[config.mk]
export PLATFORM = sky130hd
export DESIGN_NAME = mdu_divider
export DESIGN_NICKNAME = d
export VERILOG_FILES = /design/src/rtl/mdu_pkg.sv /design/src/rtl/mdu_divider_div_step.sv /design/src/rtl/mdu_divider.sv
export SDC_FILE = /design/constraint.sdc
export NUM_CORES = 1
export LEC_CHECK = 0
export BUFFER_PORTS_ARGS = -buffer_cell sky130_fd_sc_hd__buf_2
export CORE_MARGIN = 2
export CORE_UTILIZATION = 55
export CTS_BUF_LIST = sky130_fd_sc_hd__clkbuf_2 sky130_fd_sc_hd__clkbuf_4 sky130_fd_sc_hd__clkbuf_8
export CTS_CLUSTER_DIAMETER = 60
export DETAILED_ROUTE_END_ITERATION = 8
export PLACE_DENSITY = 0.82
export SETUP_SLACK_MARGIN = 0.02
export SLEW_MARGIN = 5
export SYNTH_ARGS = -nofsm -noshare
export SYNTH_HDL_FRONTEND = slang
export SYNTH_SLANG_ARGS = --single-unit
[constraint.sdc]
create_clock -name clk -period 9.45 [get_ports clk]
set_input_delay 0.945 -clock clk [delete_from_list [all_inputs] [get_ports clk]]
set_output_delay 0.945 -clock clk [all_outputs]
set_load 0.02 [all_outputs]
[src/rtl/mdu_pkg.sv]
// -----------------------------------------------------------------------------
// mdu_pkg
// Shared definitions for the multi-cycle RV32M divide unit:
//   - N         : operand / result width
//   - CNT_W     : width of the iteration counter
//   - INT_MIN   : most negative signed value (overflow detection)
//   - mdu_op_e  : operation encodings (DIV, DIVU, REM, REMU)
//   - mdu_state_e : FSM state encoding
//   - helpers to classify an operation (signed? quotient or remainder?)
// -----------------------------------------------------------------------------
package mdu_pkg;

    localparam int N     = 32;
    localparam int CNT_W = $clog2(N);

    localparam logic [N-1:0] INT_MIN = {1'b1, {(N-1){1'b0}}};

    typedef enum logic [1:0] {
        MDU_DIV  = 2'b00,
        MDU_DIVU = 2'b01,
        MDU_REM  = 2'b10,
        MDU_REMU = 2'b11
    } mdu_op_e;

    typedef enum logic [1:0] {
        ST_IDLE = 2'b00,
        ST_RUN  = 2'b01,
        ST_FIN  = 2'b10
    } mdu_state_e;

    function automatic logic op_is_signed(input mdu_op_e op_i);
        return (op_i == MDU_DIV) || (op_i == MDU_REM);
    endfunction

    function automatic logic op_is_quotient(input mdu_op_e op_i);
        return (op_i == MDU_DIV) || (op_i == MDU_DIVU);
    endfunction

endpackage

[src/rtl/mdu_divider_div_step.sv]
// -----------------------------------------------------------------------------
// div_step
// One combinational restoring-division iteration.
//   rem_i, quo_i : current {remainder, quotient} pair
//   div_i        : divisor (magnitude)
//   rem_o, quo_o : pair after shifting left one bit and trying a subtract
// The pair is shifted left, the remainder's new LSB comes from the quotient
// MSB, and the trial subtraction is done at N+1 bits so its MSB is a clean
// "went negative" indicator.
// -----------------------------------------------------------------------------
module div_step
    import mdu_pkg::*;
(
    input  logic [N-1:0] rem_i,
    input  logic [N-1:0] quo_i,
    input  logic [N-1:0] div_i,
    output logic [N-1:0] rem_o,
    output logic [N-1:0] quo_o
);

    logic [N:0] trial;

    always_comb begin
        trial = {rem_i, quo_i[N-1]} - {1'b0, div_i};
        if (!trial[N]) begin
            rem_o = trial[N-1:0];
        end else begin
            rem_o = {rem_i[N-2:0], quo_i[N-1]};
        end
        quo_o = {quo_i[N-2:0], ~trial[N]};
    end

endmodule

[src/rtl/mdu_divider.sv]
// -----------------------------------------------------------------------------
// mdu_divider
// Multi-cycle RV32M divider (DIV, DIVU, REM, REMU), restoring shift-subtract,
// one quotient bit per cycle, start/busy/done handshake.
//   clk, rst   : clock, synchronous active-high reset
//   start      : request, accepted only in IDLE
//   A, B, op   : dividend, divisor, operation (sampled with start)
//   busy       : operation in progress (starts ignored)
//   done       : one-cycle pulse, result valid
//   result     : quotient / remainder, held until the next completion
//   zeroflag   : result == 0, registered alongside result
// Optional build macro MDU_DIV_FASTPATH_EN: divide-by-zero and signed overflow
// are detected at load and jump straight to FIN, skipping the iterations.
// -----------------------------------------------------------------------------
module mdu_divider
    import mdu_pkg::*;
(
    input  logic         clk,
    input  logic         rst,
    input  logic         start,
    input  logic [N-1:0] A,
    input  logic [N-1:0] B,
    input  logic [1:0]   op,
    output logic         busy,
    output logic         done,
    output logic [N-1:0] result,
    output logic         zeroflag
);

    mdu_state_e       state_q, state_d;
    logic [CNT_W-1:0] cnt_q, cnt_d;
    mdu_op_e          op_q, op_d;
    logic             a_neg_q, a_neg_d;
    logic             sign_diff_q, sign_diff_d;
    logic [N-1:0]     a_raw_q, a_raw_d;
    logic [N-1:0]     b_raw_q, b_raw_d;
    logic [N-1:0]     rem_q, rem_d;
    logic [N-1:0]     quo_q, quo_d;
    logic [N-1:0]     div_q, div_d;
    logic [N-1:0]     result_q, result_d;
    logic             zeroflag_q, zeroflag_d;
    logic             done_q, done_d;

    mdu_op_e      op_in;
    logic         in_signed;
    logic [N-1:0] a_abs, b_abs;
    logic [N-1:0] step_rem, step_quo;
    logic [N-1:0] quo_fix, rem_fix, fin_result;
    logic         fin_bzero, fin_ovf;

    assign op_in     = mdu_op_e'(op);
    assign in_signed = op_is_signed(op_in);
    assign a_abs     = (in_signed && A[N-1]) ? -A : A;
    assign b_abs     = (in_signed && B[N-1]) ? -B : B;

`ifdef MDU_DIV_FASTPATH_EN
    logic in_special;
    assign in_special = (B == '0) || (in_signed && (A == INT_MIN) && (B == '1));
`endif

    div_step u_div_step (
        .rem_i (rem_q),
        .quo_i (quo_q),
        .div_i (div_q),
        .rem_o (step_rem),
        .quo_o (step_quo)
    );

    // Sign fix-up and RISC-V special cases, evaluated from the raw operands so
    // the same logic serves both the iterated and the fast-path flows.
    always_comb begin
        quo_fix   = sign_diff_q ? -quo_q : quo_q;
        rem_fix   = a_neg_q ? -rem_q : rem_q;
        fin_bzero = (b_raw_q == '0);
        fin_ovf   = op_is_signed(op_q) && (a_raw_q == INT_MIN) && (b_raw_q == '1);
        if (op_is_quotient(op_q)) begin
            fin_result = fin_bzero ? '1 : (fin_ovf ? a_raw_q : quo_fix);
        end else begin
            fin_result = fin_bzero ? a_raw_q : (fin_ovf ? '0 : rem_fix);
        end
    end

    // State register
    always_ff @(posedge clk) begin
        if (rst) begin
            state_q <= ST_IDLE;
        end else begin
            state_q <= state_d;
        end
    end

    // Next-state logic
    always_comb begin
        state_d = state_q;
        case (state_q)
            ST_IDLE: begin
                if (start) begin
`ifdef MDU_DIV_FASTPATH_EN
                    state_d = in_special ? ST_FIN : ST_RUN;
`else
                    state_d = ST_RUN;
`endif
                end
            end
            ST_RUN:  if (cnt_q == CNT_W'(N-1)) state_d = ST_FIN;
            ST_FIN:  state_d = ST_IDLE;
            default: state_d = ST_IDLE;
        endcase
    end

    // Outputs: all straight from flops
    always_comb begin
        busy     = (state_q != ST_IDLE);
        done     = done_q;
        result   = result_q;
        zeroflag = zeroflag_q;
    end

    // Datapath next values
    always_comb begin
        cnt_d       = cnt_q;
        op_d        = op_q;
        a_neg_d     = a_neg_q;
        sign_diff_d = sign_diff_q;
        a_raw_d     = a_raw_q;
        b_raw_d     = b_raw_q;
        rem_d       = rem_q;
        quo_d       = quo_q;
        div_d       = div_q;
        result_d    = result_q;
        zeroflag_d  = zeroflag_q;
        done_d      = 1'b0;
        case (state_q)
            ST_IDLE: begin
                if (start) begin
                    op_d        = op_in;
                    a_neg_d     = in_signed & A[N-1];
                    sign_diff_d = in_signed & (A[N-1] ^ B[N-1]);
                    a_raw_d     = A;
                    b_raw_d     = B;
                    rem_d       = '0;
                    quo_d       = a_abs;
                    div_d       = b_abs;
                    cnt_d       = '0;
                end
            end
            ST_RUN: begin
                rem_d = step_rem;
                quo_d = step_quo;
                cnt_d = cnt_q + 1'b1;
            end
            ST_FIN: begin
                result_d   = fin_result;
                zeroflag_d = (fin_result == '0);
                done_d     = 1'b1;
            end
            default: ;
        endcase
    end

    always_ff @(posedge clk) begin
        if (rst) begin
            cnt_q       <= '0;
            op_q        <= MDU_DIV;
            a_neg_q     <= 1'b0;
            sign_diff_q <= 1'b0;
            a_raw_q     <= '0;
            b_raw_q     <= '0;
            rem_q       <= '0;
            quo_q       <= '0;
            div_q       <= '0;
            result_q    <= '0;
            zeroflag_q  <= 1'b1;
            done_q      <= 1'b0;
        end else begin
            cnt_q       <= cnt_d;
            op_q        <= op_d;
            a_neg_q     <= a_neg_d;
            sign_diff_q <= sign_diff_d;
            a_raw_q     <= a_raw_d;
            b_raw_q     <= b_raw_d;
            rem_q       <= rem_d;
            quo_q       <= quo_d;
            div_q       <= div_d;
            result_q    <= result_d;
            zeroflag_q  <= zeroflag_d;
            done_q      <= done_d;
        end
    end

endmodule
# ---- Word level (Yosys, flattened, before mapping)
# Cells that the tools add are included.
dict set report word_totals {
  register_bits 205
  inputBits 69
  output_inout_bits 35
  word_cells 70
}
dict set report classes {
  addsub 6
  n_eq_ne 10
  muxes 20
  bitwise_logic 4
  reduce_logical 17
}
# op count
set ops {}
lappend ops {{two-way mux 32 bit} 12}
lappend ops {{negation 32 bit} 4}
lappend ops {{case mux 32 bit (2 select lines)} 2}
lappend ops {{== test 32 bit, second input constant} 2}
lappend ops {{zero test 32 bit} 2}
lappend ops {{subtractor 33 x 32 -> 33 bit} 1}
lappend ops {{case mux 5 bit (2 select lines)} 1}
lappend ops {{== test 2 bit, second input constant} 3}
lappend ops {{zero test 2 bit} 3}
lappend ops {{AND reduction 2 bit} 3}
lappend ops {{adder 5 x 1 -> 5 bit, second input constant} 1}
lappend ops {{== test 5 bit, second input constant} 1}
lappend ops {{two-way mux 5 bit} 1}
lappend ops {{== test 2 x 1 -> 1 bit, second input constant} 2}
lappend ops {{logical AND 1 bit} 4}
lappend ops {{two-way mux 2 bit} 2}
lappend ops {{!= test 2 bit, second input constant} 2}
lappend ops {{case mux 2 bit (2 select lines)} 1}
lappend ops {{nonzero test 2 bit} 2}
lappend ops {{logical OR 1 bit} 3}
lappend ops {{AND 1 bit} 2}
lappend ops {{two-way mux 1 bit} 1}
lappend ops {{NOT 1 bit} 1}
lappend ops {{bitwise XOR 1 bit} 1}

# ---- Depth between registers and ports, before layout
# Gate-level depths: netlist of the first run.
dict set report depth {
  word_depth 8
  ltp_mapped 16
}

# ---- Modules after synthesis
# Synthesis of the first run repeated with hierarchy kept, for this count alone.
dict set report hier_totals {
  hier_cells 1796
  hier_area_um2 13569.3
}
# module n_inst cells_each area_per_inst_um2 seq_area_each_um2
set by_module_without_submodules {}
lappend by_module_without_submodules {mdu_divider 1 1456 11019.3 4083.9}
lappend by_module_without_submodules {div_step 1 340 2549.9 0.0}

# ---- Worst setup path after synthesis of the first run
# No wires, ideal clock.
dict set report synth_timing {
  kind {reg-to-reg}
  from {reg quo_q[31]}
  to {reg rem_q[10]}
  arrival_ns 3.086
  setup_slack_ns 6.236
  stages_incl_launch_ff 16
  path_cell_list {dfxtp_1 > inv_1 > ha_1 > inv_1 > fa_1 > a211oi_1 > o21ai_0 > nand4_1 > and3_1 > a21oi_1 > o21ai_0 > xnor2_1 > buf_1 > clkbuf_1 > mux2i_1 > o21ai_0}
}
dict set report synth_between {
  elab_chain_len 3
}
# item line_no
set synth_rtl {}
lappend synth_rtl {{start: declaration} mdu_divider.sv:38} ;# logic [N-1:0] quo_q, quo_d;
lappend synth_rtl {{start signal: assignment} mdu_divider.sv:183} ;# quo_q <= quo_d;
lappend synth_rtl {{subtractor 33 x 32 -> 33 bit} mdu_divider_div_step.sv:24} ;# trial = {rem_i, quo_i[N-1]} - {1'b0, div_i};
lappend synth_rtl {{two-way mux 32 bit} mdu_divider_div_step.sv:25} ;# if (!trial[N]) begin
lappend synth_rtl {{case mux 32 bit (2 select lines)} mdu_divider.sv:133} ;# case (state_q)
lappend synth_rtl {{end signal: assignment} mdu_divider.sv:182} ;# rem_q <= rem_d;
lappend synth_rtl {{end: declaration} mdu_divider.sv:37} ;# logic [N-1:0] rem_q, rem_d;
# No other way between the ends.
# A chain may end at the register's enable or synchronous reset.

==> results of run 1 <==
[per-layer routing]
| metal | share of wire (%) | wire length, µm | vias to the layer above | global-route usage (%) |
|---|---|---|---|---|
| met3 | 11 | 4486 | 85 | 6.050 |
| met1 | 43 | 17640 | 6215 | 45.24 |
| li1 | - | - | 6366 | - |
| met2 | 43 | 17400 | 730 | 47.14 |
| met4 | 2.6 | 1047 | 0 | 9.654 |
| met5 | 0 | 0 | - | 0 |
[placed cells by master, fill, tap and decap left out, drive strengths merged, types with 10 or more instances in the layout]
master / instances
a21oi: 209
o31ai: 32
or3: 24
o41ai: 17
ha: 38
inv: 56
xor2: 65
nand2b: 15
nor4: 37
dfxtp: 204
nor2: 114
nor3: 28
or4: 18
a31oi: 14
nand2: 301
o21ai: 105
nand4: 26
nand3: 33
xnor2: 70
a211oi: 32
o21a: 10
a21o: 14
clkbuf: 51
buf: 119
mux2i: 18
a22oi: 37
[layout make-up]
type | count | area [µm²] | share of cell area (%)
Tap cell | 319 | 399.1 | 2.794
Sequential cell | 204 | 4084 | 28.59
Timing Repair Buffer | 119 | 638.1 | 4.467
Clock inverter | 10 | 82.58 | 0.5781
Inverter | 56 | 210.2 | 1.471
Clock buffer | 51 | 639.4 | 4.476
Multi-Input combinational cell | 1373 | 8232 | 57.62
[cells by family (layout without fill, tap and decap cells)]
logic type / after synthesis / in the layout / share of synthesized area [%]
fa+ha+maj: 39 / 39 / 3.803
xor+xnor: 135 / 135 / 9.074
simple gates: 644 / 644 / 23.01
flops: 204 / 204 / 31.34
buf+inv: 171 / 236 / 5.675
mux: 19 / 19 / 1.469
compound gates: 536 / 536 / 25.63
[power by group through the flow]
stage	Combinational [mW]	Clock, mW	Sequential (mW)
floorplan	0.307	0	0.950
global placement	0.403	0	0.974
detailed placement	0.410	0	0.976
CTS	0.412	0.836	0.957
global route	0.462	0.875	0.964
finish	0.423	0.831	0.962
[worst reg2reg max path, cell delays in order, from the launching register on]
cell and delay, ns:
dfxtp_1 0.40, ha_1 0.19, inv_1 0.05, fa_1 0.42
a211oi_1 0.33, o21ai_0 0.23, nand4_1 0.14, and3_1 0.20
a21oi_1 0.14, o21ai_0 0.31, xnor2_2 0.16, buf_4 0.47
nor2_1 0.20, a22oi_1 0.21, o21ai_0 0.12
[Yosys cell counts, types with 37 or more instances]
cell type  number
clkbuf_1       90
nor4_1         37
nor2_1        114
o21ai_0       104
dfxtp_1       204
inv_1          56
a22oi_1        37
nand2_1       301
ha_1           38
xor2_1         65
xnor2_1        70
a21oi_1       209
[registers in the layout (all words and copies together), names as in the netlist, 5 cells and up]
| name | flops |
|---|---|
| result | 32 |
| cnt_q | 5 |
| a_raw_q | 32 |
| rem_q | 32 |
| quo_q | 32 |
| b_raw_q | 32 |
| div_q | 31 |
[worst max-delay path by stage]
stage	endpoint	slack, ns	cells after the start	startpoint
floorplan	rem_q[10]	6.24	15	quo_q[31]
global placement	div_q[30]	5.77	11	B[6]
detailed placement	div_q[30]	5.74	11	B[6]
CTS	rem_q[27]	5.76	14	b_raw_q[0]
global route	rem_q[27]	5.49	14	b_raw_q[0]
finish	rem_q[27]	5.74	14	b_raw_q[0]
==> key figures, run 1 <==
Critical path
  – Depth of the worst register-to-register path: 14
  – Worst endpoint required time: 9.85 ns
  – Data arrival time at the worst-slack endpoint: 4.12 ns
  – Kind of cell adding the most delay to the critical path: compound AO/OA/AOI/OAI gates
  – Dominant cell type by count on the critical path: o21ai_0
  – Delay of the slowest cell on the worst path: 0.47 ns
  – Worst setup EP type: flip-flop
  – Worst reg2reg endpoint: rem_q[27]
  – Worst-case register-to-register setup slack: roughly 5.7 ns
  – Critical-path cell with the highest stage delay: buf_4
  – Critical path class: reg -> reg
  – Crit path cell chain: ha_1, inv_1, fa_1, a211oi_1, o21ai_0, nand4_1, and3_1, a21oi_1, o21ai_0, xnor2_2, buf_4, nor2_1, a22oi_1, o21ai_0
  – Crit path buf inv count: 2
  – Startpoint type of the worst setup path: flip-flop
  – Launching point of the worst reg2reg path: b_raw_q[0]
  – Critical-path maximum fanout: 37

Pwr
  – Switch Pwr: 0.6943 mW
  – Worst ir drop on vdd: around 0.15 mV
  – Cell-internal power: 1.522 mW
  – Switching share of total power: 31.33%
  – Total leakage power: 5.553 nW
  – Pwr per Cell Area: 155.1 nW/µm²
  – Clk network pwr share: 37.5%
  – Total power of the final layout: 2.216 mW
  – Part of the total power dissipated in sequential elements: 43.4%
  – Part of the total power dissipated in combinational logic: between 10% and 20%

Yosys
  – Flop and latch count out of synthesis: slightly above 200
  – Number of nets in the synthesized netlist: 1,856
  – Number of flops mapped to enable cells by yosys: 0
  – Cell area after technology mapping: 13,030 µm²
  – Top-area cell type share of the netlist area: 31.34%
  – Post-synth top area cell: dfxtp_1
  – Count of synthesis-stage warnings from yosys: 0
  – Mapped Cells: 1,748
  – Top cells by area in the synthesized netlist: dfxtp_1 (31%), nand2_1 (8.7%), a21oi_1 (8.0%), xnor2_1 (4.7%), xor2_1 (4.4%)
  – Count of unique library cells instantiated by Yosys: 77
  – Dominant register cell in the synthesized netlist: dfxtp_1
  – Syn Area/Cell: 7.454 µm²
  – Proportion of synthesized flip-flops having asynchronous set or reset: 0%
  – Sequential element share of the synthesized area: a little under a third

Timing
  – Final worst path period share: 39.28%
  – Setup total negative slack: 0 ns
  – Final worst hold slack: 0.4502 ns
  – Final-report hold violation count: 0
  – Slack of the critical path: roughly 5.7 ns
  – Finish-stage setup viols: 0
  – Transition at the pin with the smallest max-transition slack: 1.072 ns
  – Clock tree skew after final layout: 0.02017 ns
  – Unrepaired setup endpoints after global routing: no
  – Minimum period implied by the final worst setup slack: between 3 and 4 ns
  – Number of pins with negative max-slew slack in the final report: 0
  – FMAX: 0.2694 GHz
  – Headroom to the max-slew limit: 28.44%

Layout
  – Final antenna diode count: 0
  – Number of cells in the finished layout apart from fillers: ~2,100
  – Non-Filler Cell Area, Final: roughly 14,000 µm²
  – Layout overhead on the synthesized area: 9.632%
  – Layout Nets: 1,899
  – Count of fill cells added during filler insertion: 2,132
  – Share of the core filled with cells in the final layout: between 60 and 70%
  – Fraction of layout instances using a drive strength above 1: 11.25%

Placed design
  – Port buffer count: 103
  – RD Place Congestion: 0.9818
  – Worst Setup Slack post-DPL: 5.739 ns
  – Placed insts: ~2,100
  – Post-DP HPWL: 29.92 mm
  – Post-DP Area: roughly 14,000 µm²

Hold path
  – Hold worst-path end: result[12]
  – Hold crit path type: reg -> reg
  – Number of cells on the worst hold path: 2
  – Start point of the worst hold path: result[12]

Global routing
  – Global-route wire length before repair: approximately 60 mm
  – Largest net degree at the start of global routing: 95
  – Gr usage total: 31.38%
  – Number of antenna violations at the first check in global routing: 0
  – Overflow after GRT: 0
  – Vias in the first global route: between 10,000 and 15,000

CTS
  – TritonCTS clock tree: yes
  – Clock network latency to the later pin of the worst-skew pair: approximately 0.54 ns
  – Post-CTS Setup Inserts: 0
  – Clock buffers created by TritonCTS: 37
  – Number of buffers between clock root and the deepest sink: 3
  – Sinks on the clock net: 204
  – Clock-pin slew of the registers on the worst-case setup and hold paths: 0.06 ns
  – Hold_buf cts: 0
  – Cells resized by post-CTS repair: 0
  – Number of H-tree branching levels: 2
  – Clock root buffer master: clkbuf_8

Drt
  – Vias: 13,400
  – Detail Route Antenna Nets: 0
  – Residual DRC: 0
  – Post-detailed-routing wire length: ~40 mm
  – Pre-Repair DR Iteration Count: 6
  – Mean number of vias per cell: 6.283
  – Final routed wire length divided by cell count: 19.03 µm
  – Detailed Route Iter0 Violations: roughly 1,700

Floorplanning
  – Area enclosed by the die boundary: 24,940 µm²
  – Total core area: 23,330 µm²
  – Top Ports: 104
  – Std-Cell Rows: 56
  – Die width: 157.9 µm
  – Die span in y: 157.9 µm
  – Starting density of the core: between 50% and 60%

Outcome
  – Status: finished, final reports clean

Run
  – Number of maximum-capacitance constraint violations: 0
(Power assumes the default switching activity.)
==> run 2, diff against run 1 <==
Settings changed: PLACE_DENSITY 0.82 to 0.85.
Clock period 9.45 ns to 3.4 ns, I/O delays scaled along.
==> run 2 against run 1 <==
Combinational power rose to 3.0 times the previous value. Clock power rose to 2.9 times the previous value. Cell area up 3.7%. Core utilization up 2.3 points. Largest power group unchanged. Critical path depth down 3. Global-route usage up 1.3 points. Hold slack worse by 0.39 ns. Sequential cell count unchanged. Setup slack worse by 5.6 ns. Routed wire length up 3.1%. Register-to-register slack worse by 5.6 ns.
==> key figures, run 2 (synthesis gave the netlist of run 1 again) <==
CTS
  – Number of buffers between clock root and the deepest sink: 3 (unchanged)
  – Clock network latency to the later pin of the worst-skew pair: 0.54 ns (about the same)
  – Number of H-tree branching levels: 2 (unchanged)
  – TritonCTS clock tree: yes
  – Hold_buf cts: 0 (unchanged)
  – Clock buffers created by TritonCTS: 35 (-5.4%)
  – Clock-pin slew of the registers on the worst-case setup and hold paths: 0.06 ns (about the same)
  – Clock root buffer master: clkbuf_8
  – Sinks on the clock net: 204 (unchanged)

Layout
  – Commonest cells after routing, fill and taps aside: nand2_1 (300), a21oi_1 (209), dfxtp_1 (204), nor2_1 (111)
  – Commonest non-fill, non-tap cell in the layout: nand2_1
  – Fraction of layout instances using a drive strength above 1: 14.29% (+3.0 points)
  – Share of the core filled with cells in the final layout: 63.51% (+2.3 points)
  – Final antenna diode count: 0 (unchanged)
  – Layout Nets: 1,954 (+2.9%)
  – Number of cells in the finished layout apart from fillers: 2,188 (+2.6%)
  – Layout overhead on the synthesized area: 13.72%

Critical path
  – Worst endpoint required time: 3.88 ns (-5.97 ns)
  – Startpoint type of the worst setup path: flip-flop
  – Data arrival time at the worst-slack endpoint: 3.73 ns (-0.39 ns)
  – Launching point of the worst reg2reg path: a_raw_q[6]
  – Worst reg2reg endpoint: zeroflag
  – Worst-case register-to-register setup slack: 0.14 ns (-5.59 ns)
  – Crit path cell chain: or4_1, nor2_2, nand4_1, nor3_1, buf_12, nor3_1, a221oi_1, nand3_1, nor4_2, nand4_1, nand2_1
  – Critical path class: reg -> reg
  – Delay of the slowest cell on the worst path: 0.62 ns (+0.15 ns)
  – Critical-path cell with the highest stage delay: or4_1
  – Critical-path maximum fanout: 12 (-68%)
  – Depth of the worst register-to-register path: 11 (-3)
  – Kind of cell adding the most delay to the critical path: simple AND/OR/NAND/NOR gates
  – Crit path buf inv count: 1 (-1)
  – Worst setup EP type: flip-flop

Drt
  – Pre-Repair DR Iteration Count: 9 (+3)
  – Final routed wire length divided by cell count: 19.12 µm (+0.49%)
  – Post-detailed-routing wire length: 41.84 mm (+3.1%)
  – Mean number of vias per cell: 6.293 (+0.15%)
  – Residual DRC: 0 (unchanged)
  – Vias: 13,770 (+2.8%)
  – Detail Route Antenna Nets: 0 (unchanged)
  – Detailed Route Iter0 Violations: 1,697 (-0.29%)

Global routing
  – Global-route wire length before repair: 64.18 mm (+3.9%)
  – Largest net degree at the start of global routing: 90 (-5.3%)
  – Vias in the first global route: 12,070 (+4.9%)
  – Overflow after GRT: 0 (unchanged)
  – Gr usage total: 32.66% (+1.3 points)
  – Number of antenna violations at the first check in global routing: 0 (unchanged)

Timing
  – Headroom to the max-slew limit: 22.69% (-5.8 points)
  – Minimum period implied by the final worst setup slack: 3.255 ns (-0.4568 ns)
  – Number of pins with negative max-slew slack in the final report: 0 (unchanged)
  – Transition at the pin with the smallest max-transition slack: 1.157 ns (+0.08541 ns)
  – Final-report hold violation count: 0 (unchanged)
  – Final worst hold slack: 0.06107 ns (-0.3891 ns)
  – Finish-stage setup viols: 0 (unchanged)
  – Setup total negative slack: 0 ns (unchanged)
  – Unrepaired setup endpoints after global routing: yes
  – FMAX: 0.3072 GHz (+14%)
  – Final worst path period share: 95.74% (+56 points)
  – Clock tree skew after final layout: 0.02761 ns (+0.007434 ns)

Floorplanning
  – Top Ports: 104 (unchanged)
  – Starting density of the core: 55.85% (unchanged)
  – Area enclosed by the die boundary: 24,940 µm² (unchanged)
  – Die width: 157.9 µm (unchanged)
  – Die span in y: 157.9 µm (unchanged)
  – Total core area: 23,330 µm² (unchanged)
  – Std-Cell Rows: 56 (unchanged)

Placed design
  – Port buffer count: 103 (unchanged)
  – Post-DP HPWL: 31.50 mm (+5.3%)
  – Placed insts: 2,125 (+2.6%)
  – RD Place Congestion: 1.069 (+8.9%)

Hold path
  – Hold worst-path end: a_raw_q[9]
  – Number of cells on the worst hold path: 3 (+1)
  – Start point of the worst hold path: A[9]
  – Hold crit path type: in -> reg

Pwr
  – Worst ir drop on vdd: 0.4375 mV (+190%)
  – Pwr per Cell Area: 427.2 nW/µm² (+180%)
  – Total leakage power: 5.875 nW (+5.8%)

Run
  – Number of maximum-capacitance constraint violations: 0 (unchanged)

Outcome
  – Status: finished, final reports clean
-- run 2: cell count changes in the layout (fill, tap and decap cells not counted), moves of 3 or more --
cell	before	now
buf_4	17	71
clkbuf_8	41	47
buf_12	0	3
clkinv_2	6	3
clkbuf_4	10	7
-- run 2: worst max-delay path by stage --
stage | start | to | slack (ns) | cells past startpoint
4_1_cts | quo_q[31] | rem_q[6] | 0.09 | 14
3_3_place_gp | a_raw_q[5] | zeroflag | -0.03 | 10
3_5_place_dp | a_raw_q[6] | zeroflag | 0.02 | 10
5_1_grt | quo_q[31] | rem_q[3] | -0.06 | 14
2_1_floorplan | quo_q[31] | rem_q[10] | 0.19 | 15
6_report | a_raw_q[6] | zeroflag | 0.14 | 11
-- run 2: report_power, final --
group          total (mW)  switching [mW]  internal [mW]
clock                2.42            1.03           1.39
sequential           2.66           0.150           2.51
combinational        1.25           0.782          0.472
-- run 2: metrics by stage --
stage               setup slack [ns]  instance area (µm²)  power [mW]
global route                -0.05847                14820       6.555
floorplan                     0.1862                13030       3.494
global placement            -0.03300                14010       3.879
detailed placement           0.01827                14010       3.903
finish                        0.1449                14820       6.330
CTS                          0.09136                14770       6.289
-- run 2: per-layer routing --
layer / vias up / global-route usage [%] / wire [µm]
li1: 6489 / - / -
met1: 6366 / 46.03 / 17820
met2: 795 / 48.49 / 17860
met3: 119 / 6.351 / 4530
met4: 0 / 13.94 / 1632
met5: - / 0.4141 / 0
-- run 2: layout make-up --
| class | count | area, µm² |
|---|---|---|
| fillers | 2063 | 8514 |
| multi-input cells | 1373 | 8260 |
| flip-flops and latches | 204 | 4084 |
| repair buffers | 176 | 1104 |
| clock buffers | 54 | 699.4 |
| well taps | 319 | 399.1 |
| inverters | 56 | 210.2 |
| clock inverters | 6 | 61.31 |
-- run 2: what timing repair did --
| item | in CTS | in global routing |
|---|---|---|
| buffers inserted | 0 | 3 |
| pin swaps | 0 | 1 |
| setup endpoints to repair | 1 | 33 |
| resized for setup | 1 | 9 |
-- run 2: worst reg2reg max path, stage by stage (launching register included) --
cell	delay [ns]
dfxtp_1	0.34
or4_1	0.62
nor2_2	0.26
nand4_1	0.17
nor3_1	0.36
buf_12	0.19
nor3_1	0.14
a221oi_1	0.52
nand3_1	0.18
nor4_2	0.24
nand4_1	0.10
nand2_1	0.07
